--- config.mk ---
export PLATFORM = sky130hd
export DESIGN_NAME = sram_spi_master
export DESIGN_NICKNAME = d
export VERILOG_FILES = /design/src/rtl/sram_spi_pkg.sv /design/src/rtl/sram_spi_clkgen.sv /design/src/rtl/sram_spi_master.sv
export SDC_FILE = /design/constraint.sdc
export NUM_CORES = 1
export LEC_CHECK = 0
export CAP_MARGIN = 20
export CELL_PAD_IN_SITES_DETAIL_PLACEMENT = 1
export CELL_PAD_IN_SITES_GLOBAL_PLACEMENT = 2
export CORE_UTILIZATION = 36
export CTS_CLUSTER_SIZE = 20
export DETAILED_ROUTE_END_ITERATION = 10
export MAX_ROUTING_LAYER = met4
export PLACE_DENSITY_LB_ADDON = 0.1
export SYNTH_ARGS = -nofsm -noshare
export SYNTH_HDL_FRONTEND = slang
export SYNTH_SLANG_ARGS = --single-unit
--- constraint.sdc ---
create_clock -name clk -period 5.6 [get_ports clk]
set_input_delay 0.56 -clock clk [delete_from_list [all_inputs] [get_ports clk]]
set_output_delay 0.56 -clock clk [all_outputs]
set_load 0.01 [all_outputs]
--- src/rtl/sram_spi_pkg.sv ---
// Shared definitions for the M23A640 SPI SRAM master: opcodes, address width,
// FSM state encoding and the 32-bit command frame builder.
package sram_spi_pkg;

    localparam int          ADDR_W = 13;
    localparam logic [7:0]  RD_OP  = 8'h03;
    localparam logic [7:0]  WR_OP  = 8'h02;

    typedef enum logic [1:0] {
        IDLE,
        SHIFT,
        CS_END,
        DESEL
    } state_t;

    // Frame is opcode, 16-bit zero-extended address, then the data byte
    // (reads send zeros while the device returns its byte).
    function automatic logic [31:0] build_frame(
        input logic              wr,
        input logic [ADDR_W-1:0] addr,
        input logic [7:0]        wdata
    );
        return {(wr ? WR_OP : RD_OP), {(16 - ADDR_W){1'b0}}, addr, (wr ? wdata : 8'h00)};
    endfunction

endpackage

--- src/rtl/sram_spi_clkgen.sv ---
// SPI sck divider: toggles sck every CLK_DIV clk cycles while run is high,
// pauses in place on freeze, and flags the edge about to happen on this clk.
module sram_spi_clkgen
    import sram_spi_pkg::*;
#(
    parameter int CLK_DIV = 2
) (
    input  logic clk,
    input  logic rstb,
    input  logic run,
    input  logic freeze,
    output logic sck,
    output logic rise_stb,
    output logic fall_stb
);

    logic [3:0] r_div_cnt;
    logic       r_sck;
    logic       w_tick;

    // Strobes are combinational so the master acts on the same clk edge
    // that moves sck.
    assign w_tick   = run & ~freeze & (r_div_cnt == 4'(CLK_DIV - 1));
    assign rise_stb = w_tick & ~r_sck;
    assign fall_stb = w_tick &  r_sck;
    assign sck      = r_sck;

    always_ff @(posedge clk) begin
        if (!rstb || !run) begin
            r_div_cnt <= 4'd0;
            r_sck     <= 1'b0;
        end else if (!freeze) begin
            if (r_div_cnt == 4'(CLK_DIV - 1)) begin
                r_div_cnt <= 4'd0;
                r_sck     <= ~r_sck;
            end else begin
                r_div_cnt <= r_div_cnt + 4'd1;
            end
        end
    end

endmodule

--- src/rtl/sram_spi_master.sv ---
// Single-byte read/write SPI master for the M23A640 SRAM (mode 0, MSB first).
// Optional HOLD pin support is compiled in with macro SRAM_SPI_HOLD_EN.
module sram_spi_master
    import sram_spi_pkg::*;
#(
    parameter int CLK_DIV = 2
) (
    input  logic              clk,
    input  logic              rstb,
    input  logic              req_valid,
    output logic              req_ready,
    input  logic              req_write,
    input  logic [ADDR_W-1:0] req_addr,
    input  logic [7:0]        req_wdata,
    output logic              rsp_valid,
    output logic [7:0]        rsp_rdata,
    input  logic              hold_req,
    output logic              csb,
    output logic              sck,
    output logic              si,
    output logic              holdb,
    input  logic              so
);

    state_t      r_state;
    logic        r_req_ready;
    logic        r_csb;
    logic        r_si;
    logic        r_rsp_valid;
    logic [7:0]  r_rsp_rdata;
    logic [7:0]  r_rx;
    logic [31:0] r_tx;
    logic [4:0]  r_bit_cnt;
    logic [3:0]  r_end_cnt;
    logic        r_write;

    logic        w_run;
    logic        w_freeze;
    logic        w_sck;
    logic        w_rise;
    logic        w_fall;
    logic [31:0] w_frame;

    assign w_run   = (r_state == SHIFT);
    assign w_frame = build_frame(req_write, req_addr, req_wdata);

`ifdef SRAM_SPI_HOLD_EN
    logic r_hold;
    logic w_hold_enter;

    // Hold only engages with sck low so the device never sees a stretched high phase.
    assign w_hold_enter = (r_state == SHIFT) & hold_req & ~w_sck & ~r_hold;
    assign w_freeze     = r_hold | w_hold_enter;
    assign holdb        = ~r_hold;

    always_ff @(posedge clk) begin
        if (!rstb || r_state != SHIFT) begin
            r_hold <= 1'b0;
        end else if (w_hold_enter) begin
            r_hold <= 1'b1;
        end else if (r_hold && !hold_req) begin
            r_hold <= 1'b0;
        end
    end
`else
    logic w_unused_hold;

    assign w_unused_hold = hold_req;
    assign w_freeze      = 1'b0;
    assign holdb         = 1'b1;
`endif

    sram_spi_clkgen #(
        .CLK_DIV (CLK_DIV)
    ) u_clkgen (
        .clk      (clk),
        .rstb     (rstb),
        .run      (w_run),
        .freeze   (w_freeze),
        .sck      (w_sck),
        .rise_stb (w_rise),
        .fall_stb (w_fall)
    );

    always_ff @(posedge clk) begin
        if (!rstb) begin
            r_state     <= IDLE;
            r_req_ready <= 1'b0;
            r_csb       <= 1'b1;
            r_si        <= 1'b0;
            r_rsp_valid <= 1'b0;
            r_rsp_rdata <= 8'h00;
            r_rx        <= 8'h00;
            r_tx        <= 32'h0;
            r_bit_cnt   <= 5'd0;
            r_end_cnt   <= 4'd0;
            r_write     <= 1'b0;
        end else begin
            r_rsp_valid <= 1'b0;
            case (r_state)
                IDLE: begin
                    if (r_req_ready && req_valid) begin
                        r_req_ready <= 1'b0;
                        r_state     <= SHIFT;
                        r_csb       <= 1'b0;
                        r_tx        <= w_frame;
                        r_si        <= w_frame[31];
                        r_write     <= req_write;
                        r_bit_cnt   <= 5'd0;
                        r_rx        <= 8'h00;
                    end else begin
                        r_req_ready <= 1'b1;
                    end
                end
                SHIFT: begin
                    if (w_rise && r_bit_cnt >= 5'd24) begin
                        r_rx <= {r_rx[6:0], so};
                    end
                    if (w_fall) begin
                        if (r_bit_cnt == 5'd31) begin
                            r_state   <= CS_END;
                            r_si      <= 1'b0;
                            r_end_cnt <= 4'd0;
                        end else begin
                            r_bit_cnt <= r_bit_cnt + 5'd1;
                            r_tx      <= {r_tx[30:0], 1'b0};
                            r_si      <= r_tx[30];
                        end
                    end
                end
                CS_END: begin
                    // One extra sck half-period of csb low after the last falling edge.
                    if (r_end_cnt == 4'(CLK_DIV - 1)) begin
                        r_csb       <= 1'b1;
                        r_rsp_valid <= 1'b1;
                        r_rsp_rdata <= r_write ? 8'h00 : r_rx;
                        r_state     <= DESEL;
                    end else begin
                        r_end_cnt <= r_end_cnt + 4'd1;
                    end
                end
                DESEL: begin
                    r_state     <= IDLE;
                    r_req_ready <= 1'b1;
                end
                default: r_state <= IDLE;
            endcase
        end
    end

    assign req_ready = r_req_ready;
    assign rsp_valid = r_rsp_valid;
    assign rsp_rdata = r_rsp_rdata;
    assign csb       = r_csb;
    assign sck       = w_sck;
    assign si        = r_si;

endmodule

==> impl_metrics.json, run 1 <==
{
  "critPathKind": "reg2reg",
  "grt_pass1_wl_mm": 12.1,
  "synth_commonest_cells": "dfxtp_1, nand2_1, a21oi_1, mux2i_1, a211oi_1",
  "slowest_delay_ns": 0.82,
  "area_delta_synth_final_pct": 23.5,
  "clkLatencyLatePin_ns": 0.34,
  "slowest_stage": "a22o_1",
  "first_global_vias": 2479,
  "dp_hpwl_mm": 4.81,
  "wl_per_cell_um": 16.1,
  "synth_cells": 320,
  "gr-total-overflow": 0,
  "ctsHtreeMaxLevel": 3,
  "num_rows": 32,
  "cts_tree": "built",
  "yosysMostFrequentCell": "dfxtp_1",
  "max_cap_viol_count": 0,
  "setup_viol": 0,
  "p_leak_nw": 1.33,
  "path_clk_slew_ns": 0.08,
  "finalNetCount": 388,
  "arrival_ns": 2.94,
  "synthesis.area_um2": 3000,
  "power_density_nw_per_um2": 487,
  "cts_setup_buffers": 0,
  "num_vias": 2505,
  "synth_top_area_share": 0.453,
  "avgSynthCellArea_um2": 9.39,
  "final_area_um2": 3710,
  "synthFlopType": "dfxtp_1",
  "cts_buffers": 9,
  "max_freq_mhz": 371,
  "cts_hold_buf": 0,
  "required_ns": 5.84,
  "endpoint_kind": "register",
  "clock-root-buffer": "clkbuf_8",
  "antenna_cells": 0,
  "ios": 41,
  "synthDistinctLibCells": 46,
  "rsz0062_at_grt": "false",
  "drive_gt1_frac": 0.0761,
  "core_area_um2": 7890,
  "critPathMostFrequentCell": "ha_1",
  "fillCellCount": 902,
  "synth_edf_count": 0,
  "start_util": 0.381,
  "dieWidth_um": 93.4,
  "synthTopCellsByArea": "dfxtp_1, mux2i_1, a211oi_1",
  "cp_top_family": "compound AO/OA/AOI/OAI gates",
  "place_area_um2": 3440,
  "hold_class": "reg2reg",
  "cp_num_buf_inv": 0,
  "status": "finished clean",
  "skew_ns": 0.00708,
  "crit_fanout": 24,
  "yosysSeqAreaShare": 0.453,
  "cts_buffer_depth": 2,
  "antenna_left": 0,
  "cp_cell_sequence": "ha_1, and3_1, ha_1, and3b_1, a22o_1, a21oi_1, a211oi_1",
  "grt_max_degree": 32,
  "hold_viol": 0,
  "max-vdd-ir-drop_uv": 196,
  "antenna_found_initial": 0,
  "synth_seq_cells": 68,
  "first_pass_iters": 4,
  "maxSlewHeadroom": 0.346,
  "maxSlewViolCount": 0,
  "cp-start-kind": "register",
  "finalSetupTns_ns": 0,
  "die_area_um2": 8710,
  "syn_nets": 358,
  "clkSinkCount": 68,
  "yosysWarningCount": 0,
  "period_share": 0.482,
  "cts_resized": 0,
  "async_flop_share": 0,
  "tightest_slew_ns": 0.981,
  "io_buffers": 38,
  "drc_errors": 0,
  "vias_per_cell": 5.48,
  "drt_iter0_markers": 58,
  "period_needed_ns": 2.70,
  "die_h_um": 93.4,
  "gp_congestion": 0.721,
  "grt_usage": 0.184,
  "yosys.area.top_type": "dfxtp_1",
  "wl_mm": 7.34
}
## cells by family after synthesis
kind of cell	synth area share
multiplexers	0.0833
XOR/XNOR	0.00875
AO/OA/AOI/OAI	0.222
adder cells (fa/ha/maj)	0.0458
other	0.00125
flip-flops	0.453
AND/OR/NAND/NOR	0.140
buffers and inverters	0.0462
## final timing paths
| check | to | cells after the start | slack (ns) | from |
|---|---|---|---|---|
| min reg2reg | r_tx[22] | 2 | 0.47 | r_tx[21] |
| min | r_tx[22] | 2 | 0.47 | r_tx[21] |
| max | r_tx[19] | 7 | 2.90 | r_bit_cnt[0] |
| max reg2reg | r_tx[19] | 7 | 2.90 | r_bit_cnt[0] |
## where the power goes
part	leakage [nW]	switching, mW	total [mW]	internal [mW]
clock network	0.134	0.196	0.541	0.345
logic	0.644	0.403	0.645	0.242
registers	0.553	0.0519	0.623	0.571
## sequential cells by signal, indices dropped and copies added (netlist names), 2 cells and up
register / flops
r_end_cnt: 4
r_state: 2
u_clkgen.r_div_cnt: 4
r_rx: 8
r_bit_cnt: 5
r_tx: 31
rsp_rdata: 8
## routing by layer
| layer | vias up | wire length (µm) | GRT usage |
|---|---|---|---|
| met5 | - | 0 | - |
| met4 | 0 | 67 | 0.0538 |
| met3 | 5 | 198 | 0.0398 |
| met2 | 35 | 3500 | 0.301 |
| met1 | 1234 | 3570 | 0.227 |
| li1 | 1231 | - | - |
## tightest hold or removal path, stage by stage, from the launching register on
cell and delay (ns):
dfxtp_1 0.31, nand2_1 0.05, mux2i_1 0.06
## cell type report
cell class | instances | area, µm² | share of cell area
clock buffers | 9 | 124 | 0.0334
clock inverters | 7 | 146 | 0.0394
repair buffers | 42 | 410 | 0.111
flip-flops and latches | 68 | 1360 | 0.367
inverters | 10 | 37.5 | 0.0101
multi-input cells | 219 | 1500 | 0.405
well taps | 102 | 128 | 0.0344
## cell usage in the layout, fill, tap and decap left out, types with 2 or more instances in the layout
master | Yosys | final
nand4_1 | 3 | 3
nor3_1 | 2 | 2
bufinv_16 | 0 | 4
inv_6 | 0 | 2
nand2_1 | 35 | 35
ha_1 | 11 | 11
xnor2_1 | 2 | 2
nor2b_1 | 3 | 3
and3b_1 | 2 | 2
clkbuf_8 | 0 | 9
or3_1 | 2 | 2
buf_4 | 2 | 4
a22o_1 | 17 | 17
or4b_1 | 3 | 3
dfxtp_1 | 68 | 68
nor2_1 | 8 | 8
a21oi_1 | 27 | 27
a211oi_1 | 20 | 20
o21ai_0 | 8 | 8
a31oi_1 | 8 | 8
o31ai_1 | 2 | 2
inv_1 | 9 | 9
clkdlybuf4s50_1 | 0 | 38
and3_1 | 4 | 4
nand3_1 | 11 | 11
mux2i_1 | 25 | 25
a22oi_1 | 7 | 7
## stage by stage
stage	setup WS, ns	hold slack, ns	total power, mW	cells	util
6_report	2.90	0.465	1.81	457	0.470
4_1_cts	2.91	0.468	1.83	457	0.470
2_1_floorplan	3.50	0.433	1.12	320	-
3_5_place_dp	2.74	0.455	1.28	441	0.436
5_1_grt	2.70	0.475	1.93	457	0.470
3_3_place_gp	2.74	0.445	1.27	441	0.436
(Power assumes the default switching activity.)
==> run 2: changes to the inputs <==
- CORE_UTILIZATION: 36 -> 34
- clock period: 5.6 -> 2.5 ns (I/O delays scaled with it)
==> run 2 against run 1 <==
Effect of this change: power increased by 120%; critical path depth increased by 1; clock power increased by 100%; core utilization decreased by 2.2 points; flip-flop and latch count unchanged; worst hold slack got worse by 0.0083 ns; first-iteration DRC count increased by 34%; register-to-register slack got worse by 2.6 ns; non-clock buffer count increased by 8; via count decreased by 0.12%; sequential share of layout area decreased by 0.45 points; die area increased by 5.8%; critical endpoint is now r_tx[12]; largest power group unchanged.
==> impl_metrics.json, run 2 (synthesis results as in run 1) <==
{
  "maxSlewHeadroom": 0.617,
  "status": "finished clean",
  "cts_setup_buffers": 0,
  "gp_congestion": 0.745,
  "max-vdd-ir-drop_uv": 554,
  "cts_resized": 0,
  "cp_cell_sequence": "ha_1, and3_1, ha_1, and3b_1, a22o_1, buf_4, a21oi_1, a211oi_1",
  "antenna_found_initial": 0,
  "num_rows": 33,
  "cts_hold_buf": 0,
  "io_buffers": 38,
  "fillCellCount": 975,
  "dp_hpwl_mm": 4.77,
  "maxSlewViolCount": 0,
  "grt_usage": 0.173,
  "clock-root-buffer": "clkbuf_8",
  "slowest_stage": "dfxtp_1",
  "slowest_delay_ns": 0.34,
  "grt_max_degree": 33,
  "skew_ns": 0.00993,
  "hold_class": "reg2reg",
  "combPwrFrac": 0.382,
  "wl_per_cell_um": 15.6,
  "ctsHtreeMaxLevel": 3,
  "ios": 41,
  "rsz0062_at_grt": "false",
  "tightest_slew_ns": 0.569,
  "area_delta_synth_final_pct": 25.1,
  "pre_cts_ws_ns": 0.283,
  "required_ns": 2.75,
  "finalSetupTns_ns": 0,
  "cp_num_buf_inv": 1,
  "die_area_um2": 9220,
  "vias_per_cell": 5.35,
  "antenna_cells": 0,
  "path_clk_slew_ns": 0.08,
  "max_freq_mhz": 451,
  "max_cap_viol_count": 0,
  "crit_fanout": 24,
  "switching_share": 0.361,
  "power_frac_clock": 0.273,
  "grt_pass1_wl_mm": 11.8,
  "drc_errors": 0,
  "first_pass_iters": 4,
  "drive_gt1_frac": 0.0937,
  "arrival_ns": 2.46,
  "switchingPower_mw": 1.45,
  "finalNetCount": 396,
  "die_h_um": 96,
  "drt_iter0_markers": 78,
  "gr-total-overflow": 0,
  "p_int_mw": 2.58,
  "final_cell_mix": "dfxtp_1, clkdlybuf4s50_1, nand2_1, a21oi_1, mux2i_1",
  "p_leak_nw": 1.36,
  "first_global_vias": 2405,
  "power_density_nw_per_um2": 1070,
  "seqPwrFrac": 0.345,
  "critPathKind": "reg2reg",
  "period_needed_ns": 2.22,
  "layout_commonest_cell": "dfxtp_1",
  "wl_mm": 7.29,
  "cts_buffers": 9,
  "num_vias": 2502,
  "endpoint_kind": "register",
  "largest_reg_flops": 31,
  "setup_viol": 0,
  "clkLatencyLatePin_ns": 0.34,
  "dieWidth_um": 96,
  "hold_viol": 0,
  "cts_tree": "built",
  "core_area_um2": 8380,
  "clkSinkCount": 68,
  "cp-start-kind": "register",
  "start_util": 0.358,
  "critPathMostFrequentCell": "ha_1",
  "cp_top_family": "simple AND/OR/NAND/NOR gates",
  "cts_buffer_depth": 2,
  "top_register": "r_tx",
  "antenna_left": 0,
  "worst_slack_ns": 0.281,
  "period_share": 0.888
}
[run 2: power groups by stage]
stage          Sequential, mW  Combinational [mW]  Clock (mW)
2_1_floorplan            1.39                1.13           0
3_3_place_gp             1.41                1.54           0
3_5_place_dp             1.41                1.56           0
4_1_cts                  1.39                1.56        1.13
5_1_grt                  1.42                1.71        1.17
6_report                 1.39                1.54        1.10
[run 2: area by class of cell]
class	count	area [µm²]	share of cell area
Tap cell	105	131	0.0350
Sequential cell	68	1360	0.362
Inverter	10	37.5	0.00999
Timing Repair Buffer	50	483	0.129
Multi-Input combinational cell	219	1500	0.400
Clock buffer	10	128	0.0340
Clock inverter	6	113	0.0300
[run 2: routing by layer]
| metal | share of wire | track usage | vias up |
|---|---|---|---|
| met2 | 0.47 | 0.278 | 30 |
| met3 | 0.026 | 0.0363 | 8 |
| met4 | 0.0099 | 0.0522 | 0 |
| met5 | 0 | - | - |
| li1 | - | - | 1243 |
| met1 | 0.49 | 0.217 | 1221 |
[run 2: final timing paths]
check          startpoint        to  slack (ns)  depth (start not counted)
min              r_tx[22]  r_tx[23]        0.46                          2
min reg2reg      r_tx[22]  r_tx[23]        0.46                          2
max          r_bit_cnt[1]  r_tx[12]        0.28                          8
max reg2reg  r_bit_cnt[1]  r_tx[12]        0.28                          8
[run 2: worst register-to-register path, cell delays in order (launching register included)]
cell and delay [ns]:
dfxtp_1 0.34, ha_1 0.22, and3_1 0.19, ha_1 0.23, and3b_1 0.34, a22o_1 0.16, buf_4 0.27, a21oi_1 0.14
a211oi_1 0.23
[run 2: through the flow]
step	util	std cells	total power [mW]	hold slack (ns)	cell area, µm²
floorplan	-	320	2.52	0.358	3000
global placement	0.420	452	2.95	0.445	3520
detailed placement	0.420	452	2.97	0.454	3520
CTS	0.448	468	4.08	0.465	3760
global route	0.448	468	4.30	0.482	3760
finish	0.448	468	4.03	0.457	3760
==> RTL change, RTL diff (config.mk and constraints of run 2) <==
Build with the macro `SRAM_SPI_HOLD_EN` defined.
--- a/src/rtl/sram_spi_master.sv
+++ b/src/rtl/sram_spi_master.sv
@@ -1,5 +1,7 @@
 // Single-byte read/write SPI master for the M23A640 SRAM (mode 0, MSB first).
 // Optional HOLD pin support is compiled in with macro SRAM_SPI_HOLD_EN.
+`define SRAM_SPI_HOLD_EN
+
 module sram_spi_master
     import sram_spi_pkg::*;
 #(
Formal check against the unedited RTL: not equivalent (a bounded check fails within 4 cycles, from zero or initial values and one cycle with rstb low).
==> RTL change against run 2 <==
  * The run now ends with DRC left
  * Wire length up 4.4%
  * Setup slack better by 160 ps
  * Design area up 4.5%
  * Non-clock buffer count up 3
  * Core utilization down 0.68 points
  * Sequential cell count up 1
  * Power up 6.7%
  * Global-route usage up 0.13 points
  * Area after synthesis up 5.5%
==> RTL change: results (changes against run 2) <==
{| class="wikitable"
! Metric !! Value
|-
| Sequential share of the synthesized area || 43.6% (was 45.3%)
|-
| Skew final || 15.5 ps (was 9.93 ps)
|-
| Run status || complete, but fails checks (was finished clean)
|-
| Violations in the final reports || DRC
|-
| Share of post-route cells with drive strength above 1 || 13.7% (was 9.37%)
|-
| Violation count after the first detailed-routing iteration || 90 (was 78)
|-
| GR Util met2 || 28.0% (was 27.8%)
|-
| Pleak || 1.43 nW (was 1.36 nW)
|-
| Arrival time at the worst endpoint || 2280 ps (was 2460 ps)
|-
| Switching Power || 1.66 mW (was 1.45 mW)
|-
| Part of the total power dissipated in sequential elements || 33.2% (was 34.5%)
|-
| Post-route non-filler standard cell count || 479 (was 468)
|-
| Share of the synthesized netlist area taken by xor and xnor gates || 1.11% (was 0.875%)
|-
| Vias in the first global route || 2,639 (was 2,405)
|-
| Combined global-route utilization of all metal layers || 17.4% (was 17.3%)
|-
| Most instantiated cells after synthesis || 69 x dfxtp_1, 30 x a21oi_1, 29 x nand2_1 (was 68 x dfxtp_1, 35 x nand2_1, 27 x a21oi_1)
|-
| Area after DPL || 3700 µm² (was 3520 µm²)
|-
| Number of fillers in the final layout || 1,016 (was 975)
|-
| Weighted congestion at the end of routability-driven global placement || 0.722 (was 0.745)
|-
| # port buffers || 40 (was 38)
|-
| HPWL after detailed placement || 5.26 mm (was 4.77 mm)
|-
| Largest net degree at the start of global routing || 27 (was 33)
|-
| Peak VDD IR || 0.000415 V (was 0.000554 V)
|-
| Area contributors post-synth || dfxtp_1 44%, mux2i_1 7.6%, a211oi_2 5.1% (was dfxtp_1 45%, mux2i_1 8.3%, a211oi_1 5.0%)
|-
| Routed wire length || 7.60 mm (was 7.29 mm)
|-
| Slew of the pin with the lowest slew margin || 525 ps (was 569 ps)
|-
| Placed Instances || 463 (was 452)
|-
| Synthesized Nets || 357 (was 358)
|-
| Worst Setup Slack post-DPL || 418 ps (was 283 ps)
|-
| CP max FO || 20 (was 24)
|-
| Met3 layer usage reported by global route || 4.33% (was 3.63%)
|-
| Number of DRC violations after detailed routing || 1 (was 0)
|-
| Launch point of the worst hold path || r_tx[26] (was r_tx[22])
|-
| Minimum clock period after layout || 2060 ps (was 2220 ps)
|}
RTL change: worst paths after layout:
path	endpoint	slack, ps	cells after the start
min	r_tx[26]	460	2
max reg2reg	r_tx[12]	440	8
min reg2reg	r_tx[26]	460	2
max	r_tx[12]	440	8
RTL change: layout make-up:
type,count,area (µm²),share of cell area [%]
Multi-Input combinational cell,218,1620,41.3
Inverter,15,56.3,1.43
Clock inverter,7,96.3,2.45
Tap cell,108,135,3.44
Clock buffer,9,124,3.16
Timing Repair Buffer,53,510,13.0
Sequential cell,69,1380,35.2
RTL change: critical path: stages (launching register included):
cell      delay, ps
dfxtp_1         340
ha_1            200
and3_1          190
ha_1            200
nor2b_1         180
a31o_4          170
and2_4          360
buf_12          210
a211oi_2         70
RTL change: per-layer routing:
metal | share of wire (%) | routed length, µm
met1 | 50 | 3810
met2 | 46 | 3490
met3 | 2.6 | 198
met4 | 1.4 | 103
met5 | 0 | 0
